**config.mk**
```make
export PLATFORM = sky130hd
export DESIGN_NAME = store_buffer
export DESIGN_NICKNAME = d
export VERILOG_FILES = /design/src/rtl/store_buffer.sv
export SDC_FILE = /design/constraint.sdc
export NUM_CORES = 1
export LEC_CHECK = 0
export BUFFER_PORTS_ARGS = -buffer_cell sky130_fd_sc_hd__buf_2
export CORE_UTILIZATION = 41
export DETAILED_ROUTE_END_ITERATION = 8
export GPL_TIMING_DRIVEN = 0
export HOLD_SLACK_MARGIN = 0.06
export PLACE_DENSITY_LB_ADDON = 0.1
export SETUP_SLACK_MARGIN = 0.05
export SLEW_MARGIN = 20
export SYNTH_ARGS = -nofsm -noshare
export SYNTH_HDL_FRONTEND = slang
export SYNTH_SLANG_ARGS = --single-unit
```
**constraint.sdc**
```tcl
create_clock -name clk -period 3.5 [get_ports clk]
set_clock_uncertainty 0.1 [all_clocks]
set_input_delay 0 -clock clk [delete_from_list [all_inputs] [get_ports clk]]
set_output_delay 0 -clock clk [all_outputs]
set_load 0.01 [all_outputs]
```
**src/rtl/store_buffer.sv**
```systemverilog
// Store buffer: queues CPU stores as word-aligned, lane-encoded memory writes and drains them in order.
// Optional STBUF_SUBWORD_EN macro enables byte/half stores; otherwise only aligned word stores are legal.
module store_buffer #(
   parameter int DEPTH = 4
) (
   input  logic        clk,
   input  logic        rst,
   input  logic        st_valid,
   output logic        st_ready,
   input  logic [31:0] st_addr,
   input  logic [31:0] st_data,
   input  logic [1:0]  st_size,
   output logic        mem_req,
   input  logic        mem_ack,
   output logic [31:0] mem_addr,
   output logic [31:0] mem_wdata,
   output logic [3:0]  mem_wstrb,
   output logic [4:0]  count,
   output logic        empty,
   output logic        err_misaligned
);

   localparam int PW = (DEPTH > 1) ? $clog2(DEPTH) : 1;

   logic [31:0]   addr_q  [DEPTH];
   logic [31:0]   wdata_q [DEPTH];
   logic [3:0]    strb_q  [DEPTH];
   logic [PW-1:0] wr_ptr_q, wr_ptr_d;
   logic [PW-1:0] rd_ptr_q, rd_ptr_d;
   logic [4:0]    count_q, count_d;
   logic          err_q, err_d;

   logic          legal;
   logic [31:0]   enc_wdata;
   logic [3:0]    enc_strb;
   logic          accept, push, pop;

   // Legality check and byte-lane encoding of the incoming store
   always_comb begin
      legal     = 1'b0;
      enc_wdata = st_data;
      enc_strb  = 4'b1111;
      case (st_size)
         2'b10: legal = (st_addr[1:0] == 2'b00);
`ifdef STBUF_SUBWORD_EN
         2'b00: begin
            legal     = 1'b1;
            enc_wdata = {4{st_data[7:0]}};
            enc_strb  = 4'b0001 << st_addr[1:0];
         end
         2'b01: begin
            legal     = ~st_addr[0];
            enc_wdata = {2{st_data[15:0]}};
            enc_strb  = st_addr[1] ? 4'b1100 : 4'b0011;
         end
`endif
         default: legal = 1'b0;
      endcase
   end

   assign st_ready = (count_q < 5'(DEPTH));
   assign empty    = (count_q == 5'd0);
   assign mem_req  = ~empty;
   assign count    = count_q;
   assign err_misaligned = err_q;

   assign accept = st_valid && st_ready;
   assign push   = accept && legal;
   assign pop    = mem_req && mem_ack;

   // Stale entries remain in the array after a pop, so gate the head view
   assign mem_addr  = empty ? 32'd0 : addr_q[rd_ptr_q];
   assign mem_wdata = empty ? 32'd0 : wdata_q[rd_ptr_q];
   assign mem_wstrb = empty ? 4'd0  : strb_q[rd_ptr_q];

   always_comb begin
      wr_ptr_d = push ? wr_ptr_q + PW'(1) : wr_ptr_q;
      rd_ptr_d = pop  ? rd_ptr_q + PW'(1) : rd_ptr_q;
      count_d  = count_q + {4'd0, push} - {4'd0, pop};
      err_d    = accept && !legal;
   end

   always_ff @(posedge clk) begin
      if (rst) begin
         wr_ptr_q <= '0;
         rd_ptr_q <= '0;
         count_q  <= '0;
         err_q    <= 1'b0;
         for (int i = 0; i < DEPTH; i++) begin
            addr_q[i]  <= '0;
            wdata_q[i] <= '0;
            strb_q[i]  <= '0;
         end
      end else begin
         wr_ptr_q <= wr_ptr_d;
         rd_ptr_q <= rd_ptr_d;
         count_q  <= count_d;
         err_q    <= err_d;
         if (push) begin
            addr_q[wr_ptr_q]  <= {st_addr[31:2], 2'b00};
            wdata_q[wr_ptr_q] <= enc_wdata;
            strb_q[wr_ptr_q]  <= enc_strb;
         end
      end
   end

endmodule

```
==> report_table.html <==
<table>
<tr><th>Metric</th><th>Value</th></tr>
<tr><th colspan="2">Critical path</th></tr>
<tr><td>Slack of the worst reg-to-reg path</td><td>0.32 ns</td></tr>
<tr><td>Worst R2R Start</td><td>count[3]</td></tr>
<tr><td>Most used cell along the critical path</td><td>sky130_fd_sc_hd__dlygate4sd3_1</td></tr>
<tr><td>Critical setup path kind</td><td>in2reg</td></tr>
<tr><td>CP Data Required Time</td><td>3.61 ns</td></tr>
<tr><td>Cell type of the slowest stage on the worst timing path</td><td>sky130_fd_sc_hd__dlygate4sd3_1</td></tr>
<tr><td>Critical path data arrival time</td><td>3.38 ns</td></tr>
<tr><td>Cell chain of the critical path</td><td>dlygate4sd3_1 &gt; buf_2 &gt; or4b_4 &gt; dlygate4sd3_1 &gt; nor4_4 &gt; or2_4 &gt; buf_16</td></tr>
<tr><td>Max stage delay on crit path</td><td>0.64 ns</td></tr>
<tr><td>Top Family by Delay on Critical Path</td><td>simple AND/OR/NAND/NOR gates</td></tr>
<tr><td>Number of buffer and inverter instances along the worst setup path</td><td>4</td></tr>
<tr><td>Kind of start point of the critical path</td><td>primary input</td></tr>
<tr><td>Capturing element type of the critical path</td><td>flop</td></tr>
<tr><td>Highest fanout seen on the critical path</td><td>36</td></tr>
<tr><td>Reg-to-Reg End</td><td>wdata_q[1][1]</td></tr>
<tr><td>Path depth of the worst reg2reg path</td><td>6</td></tr>
<tr><th colspan="2">Finish</th></tr>
<tr><td>Total area of multi-input combinational cells</td><td>0.00385 sq mm</td></tr>
<tr><td>Area delta synth-&gt;final</td><td>24.4%</td></tr>
<tr><td>Inserted Diodes</td><td>0</td></tr>
<tr><td>Share of cells above drive strength 1</td><td>0.273</td></tr>
<tr><td>Filler cells</td><td>2485</td></tr>
<tr><td>Design area</td><td>0.0148 sq mm</td></tr>
<tr><td>Sequential cell area</td><td>0.00781 sq mm</td></tr>
<tr><td>Number of nets at the end of the flow</td><td>1088</td></tr>
<tr><td>Fin util</td><td>0.518</td></tr>
<tr><th colspan="2">Placed design</th></tr>
<tr><td>Post-place instance area</td><td>0.0132 sq mm</td></tr>
<tr><td>Number of input and output port buffers inserted</td><td>143</td></tr>
<tr><td>Worst slack after detailed placement</td><td>0.181 ns</td></tr>
<tr><td>Global placer's final weighted congestion</td><td>0.704</td></tr>
<tr><td>HPWL after detailed placement</td><td>16.3 mm</td></tr>
<tr><th colspan="2">Routing</th></tr>
<tr><td>Total met3 wirelength after detailed routing</td><td>1.16 mm</td></tr>
<tr><td>Starting DRC count in detailed routing</td><td>405</td></tr>
<tr><td>Number of vias in the routed layout</td><td>6841</td></tr>
<tr><td>Remaining routing DRC violations</td><td>0</td></tr>
<tr><td>Routed via count divided by cell count</td><td>4.84</td></tr>
<tr><td>Residual antenna-violating net count after detailed routing</td><td>0</td></tr>
<tr><td>Met1 WL</td><td>11.9 mm</td></tr>
<tr><td>Final routed wirelength across all metal layers</td><td>27.1 mm</td></tr>
<tr><td>DR WL met2</td><td>13.7 mm</td></tr>
<tr><td>Average wire length per cell after detail routing</td><td>19.2 um</td></tr>
<tr><td>Number of search-and-repair iterations in the first detailed-routing pass</td><td>6</td></tr>
<tr><td>Top layer reached by signal wires</td><td>met4</td></tr>
<tr><th colspan="2">Global routing</th></tr>
<tr><td>Wire length of the first global-routing pass</td><td>41.1 mm</td></tr>
<tr><td>Total gr overflow</td><td>0</td></tr>
<tr><td>Overall routing resource usage</td><td>0.187</td></tr>
<tr><td>Number of global-route vias before repair</td><td>7091</td></tr>
<tr><td>Antenna violations before repair</td><td>0</td></tr>
<tr><td>Maximum number of pins on one net before global-route repair</td><td>37</td></tr>
<tr><th colspan="2">Floorplanning</th></tr>
<tr><td>Cell row count</td><td>62</td></tr>
<tr><td>Die Y-Extent</td><td>172 um</td></tr>
<tr><td>Core Area</td><td>0.0286 sq mm</td></tr>
<tr><td>Area enclosed by the die boundary</td><td>0.0297 sq mm</td></tr>
<tr><td>Starting utilization of the core area</td><td>0.416</td></tr>
<tr><td>Die W</td><td>172 um</td></tr>
<tr><td>I/O pin cnt</td><td>147</td></tr>
<tr><th colspan="2">Synthesis</th></tr>
<tr><td>Area share of the largest cell type after synthesis</td><td>0.635</td></tr>
<tr><td>Number of enable-type register cells in the synthesized netlist</td><td>252</td></tr>
<tr><td>Cell area after technology mapping</td><td>0.0119 sq mm</td></tr>
<tr><td>Most frequently used cell type in the post-synthesis netlist</td><td>sky130_fd_sc_hd__and2_1</td></tr>
<tr><td>Share of synthesized registers carrying an async set or reset</td><td>0</td></tr>
<tr><td>Synth cell types</td><td>32</td></tr>
<tr><td>Mean area per synthesized cell</td><td>15.7 sq um</td></tr>
<tr><td>Top area cells in the synthesized netlist</td><td>sky130_fd_sc_hd__edfxtp_1 (64%), sky130_fd_sc_hd__and2_1 (16%), sky130_fd_sc_hd__mux4_2 (12%), sky130_fd_sc_hd__dfxtp_1 (2.0%), sky130_fd_sc_hd__clkbuf_1 (0.98%)</td></tr>
<tr><td>Total of warnings raised by yosys</td><td>0</td></tr>
<tr><td>Predominant post-synthesis flop cell</td><td>sky130_fd_sc_hd__edfxtp_1</td></tr>
<tr><td>Most frequent cells after synthesis</td><td>sky130_fd_sc_hd__and2_1 (313), sky130_fd_sc_hd__edfxtp_1 (252), sky130_fd_sc_hd__mux4_2 (63), sky130_fd_sc_hd__clkbuf_1 (31), sky130_fd_sc_hd__dfxtp_1 (12)</td></tr>
<tr><td>Count of mapped cells out of synthesis</td><td>758</td></tr>
<tr><td>Register area share after synthesis</td><td>0.656</td></tr>
<tr><td>Number of register bits inferred by synthesis</td><td>264</td></tr>
<tr><td>Cell taking the most area after synthesis</td><td>sky130_fd_sc_hd__edfxtp_1</td></tr>
<tr><th colspan="2">CTS</th></tr>
<tr><td>Maximum buffer depth of the clock tree</td><td>3</td></tr>
<tr><td>Post-CTS Setup Inserts</td><td>0</td></tr>
<tr><td>CTS tree</td><td>yes</td></tr>
<tr><td>Insertion delay of the later-clocked pin in the worst-skew pair</td><td>0.53 ns</td></tr>
<tr><td>Clock-pin slew of the registers on the worst-case setup and hold paths</td><td>0.06 ns</td></tr>
<tr><td>Sink Count</td><td>264</td></tr>
<tr><td>Root buffer cell</td><td>sky130_fd_sc_hd__clkbuf_16</td></tr>
<tr><td>Clock buffer count from CTS</td><td>28</td></tr>
<tr><td>CTS HTree Levels</td><td>1</td></tr>
<tr><th colspan="2">Timing</th></tr>
<tr><td>Tightest hold margin</td><td>0.206 ns</td></tr>
<tr><td>FMAX</td><td>306 MHz</td></tr>
<tr><td>Remaining max-slew budget at the tightest pin</td><td>0.365</td></tr>
<tr><td>Setup WS post-layout</td><td>0.229 ns</td></tr>
<tr><td>Final count of negative-setup-slack endpoints</td><td>0</td></tr>
<tr><td>Period minus WS final</td><td>3.27 ns</td></tr>
<tr><td>Worst slew pin tran</td><td>0.939 ns</td></tr>
<tr><td>Share of the clock period used by the worst path after layout</td><td>0.934</td></tr>
<tr><td>Unrepaired setup endpoints after global routing</td><td>false</td></tr>
<tr><td>Max Slew Vio Count</td><td>0</td></tr>
<tr><td>Final hold vios</td><td>0</td></tr>
<tr><th colspan="2">Run status</th></tr>
<tr><td>Outcome</td><td>finished clean</td></tr>
<tr><th colspan="2">Power</th></tr>
<tr><td>Power density of the placed cells</td><td>587 mW/mm^2</td></tr>
<tr><td>IR drop worst, VDD</td><td>410 uV</td></tr>
<tr><td>P_leak</td><td>5.70 nW</td></tr>
<tr><th colspan="2">Worst hold path</th></tr>
<tr><td>Hold worst-path end</td><td>addr_q[0][11]</td></tr>
<tr><td>Worst Hold Class</td><td>in2reg</td></tr>
<tr><td>Hold Startpoint</td><td>st_addr[13]</td></tr>
<tr><td>Worst Hold Path Cells</td><td>3</td></tr>
<tr><th colspan="2">Run</th></tr>
<tr><td>Maximum Capacitance Violations</td><td>0</td></tr>
</table>
cell families after synthesis:
family,count (synthesis),synth area share
and+or+nand+nor,347,0.186
buffers and inverters,62,0.0230
other,1,0.000315
DFF,264,0.656
AOI/OAI and AO/OA,12,0.00620
adders and majority gates,8,0.00903
muxes,64,0.120
worst min-delay path, cell delays in order:
cell,delay (ns)
sky130_fd_sc_hd__dlygate4sd3_1,0.52
sky130_fd_sc_hd__buf_2,0.11
sky130_fd_sc_hd__and2_1,0.11
layout make-up:
class	instances	share of cell area
Sequential cell	264	0.527
Multi-Input combinational cell	433	0.260
Timing Repair Buffer	221	0.105
Clock buffer	34	0.0502
Tap cell	384	0.0324
Buffer	52	0.0160
Clock inverter	15	0.00659
Inverter	10	0.00253
routing by layer:
layer / global-route usage / vias to the layer above
met5: 0 / -
met4: 0.0362 / 0
met3: 0.0259 / 26
met2: 0.324 / 141
met1: 0.252 / 3434
li1: - / 3240
worst max-delay path by stage:
stage	start	end	cells after the start
2_1_floorplan	count[2]	count[4]	13
6_report	st_size[0]	addr_q[0][26]	7
4_1_cts	count[2]	rd_ptr_q[0]	9
3_3_place_gp	count[3]	wdata_q[1][3]	5
5_1_grt	st_size[0]	addr_q[0][26]	7
3_5_place_dp	count[2]	count[4]	13
stage by stage:
step	power (W)	std cells	setup TNS (ns)
2_1_floorplan	0.00511	759	0
6_report	0.00870	1413	0
5_1_grt	0.00915	1413	0
4_1_cts	0.00883	1413	0
3_5_place_dp	0.00599	1290	0
3_3_place_gp	0.00596	1286	-70.94
cells in the final DEF, fill, tap and decap left out, types with 5 or more instances in the layout:
cell and n:
sky130_fd_sc_hd__dlygate4sd3_1 74, sky130_fd_sc_hd__edfxtp_1 252, sky130_fd_sc_hd__clkinv_2 6, sky130_fd_sc_hd__ha_1 7
sky130_fd_sc_hd__buf_2 153, sky130_fd_sc_hd__nor2b_1 5, sky130_fd_sc_hd__inv_1 10, sky130_fd_sc_hd__dfxtp_1 12
sky130_fd_sc_hd__mux4_2 63, sky130_fd_sc_hd__clkbuf_1 36, sky130_fd_sc_hd__nor2_1 7, sky130_fd_sc_hd__clkinv_1 6
sky130_fd_sc_hd__and2_1 313, sky130_fd_sc_hd__clkbuf_16 29, sky130_fd_sc_hd__buf_4 6, sky130_fd_sc_hd__clkbuf_2 5
power breakdown:
group | switching [W] | total [W] | internal [W]
clock network | 0.00119 | 0.00277 | 0.00157
registers | 0.0000690 | 0.00367 | 0.00360
logic | 0.00120 | 0.00226 | 0.00107
total | 0.00246 | 0.00870 | 0.00624
state kept, by name (all words and copies together), names as in the netlist, named ones only:
name / count
wdata_q: 128
addr_q: 120
count: 5
strb_q: 4
rd_ptr_q: 2
wr_ptr_q: 2
err_misaligned: 1
repair_timing:
item	4_1_cts	5_1_grt
hold endpoints to repair	259	0
endpoints found under the setup margin	0	34
resized for setup	0	1
hold buffers	74	0
Power figures use the tool's default switching activity.
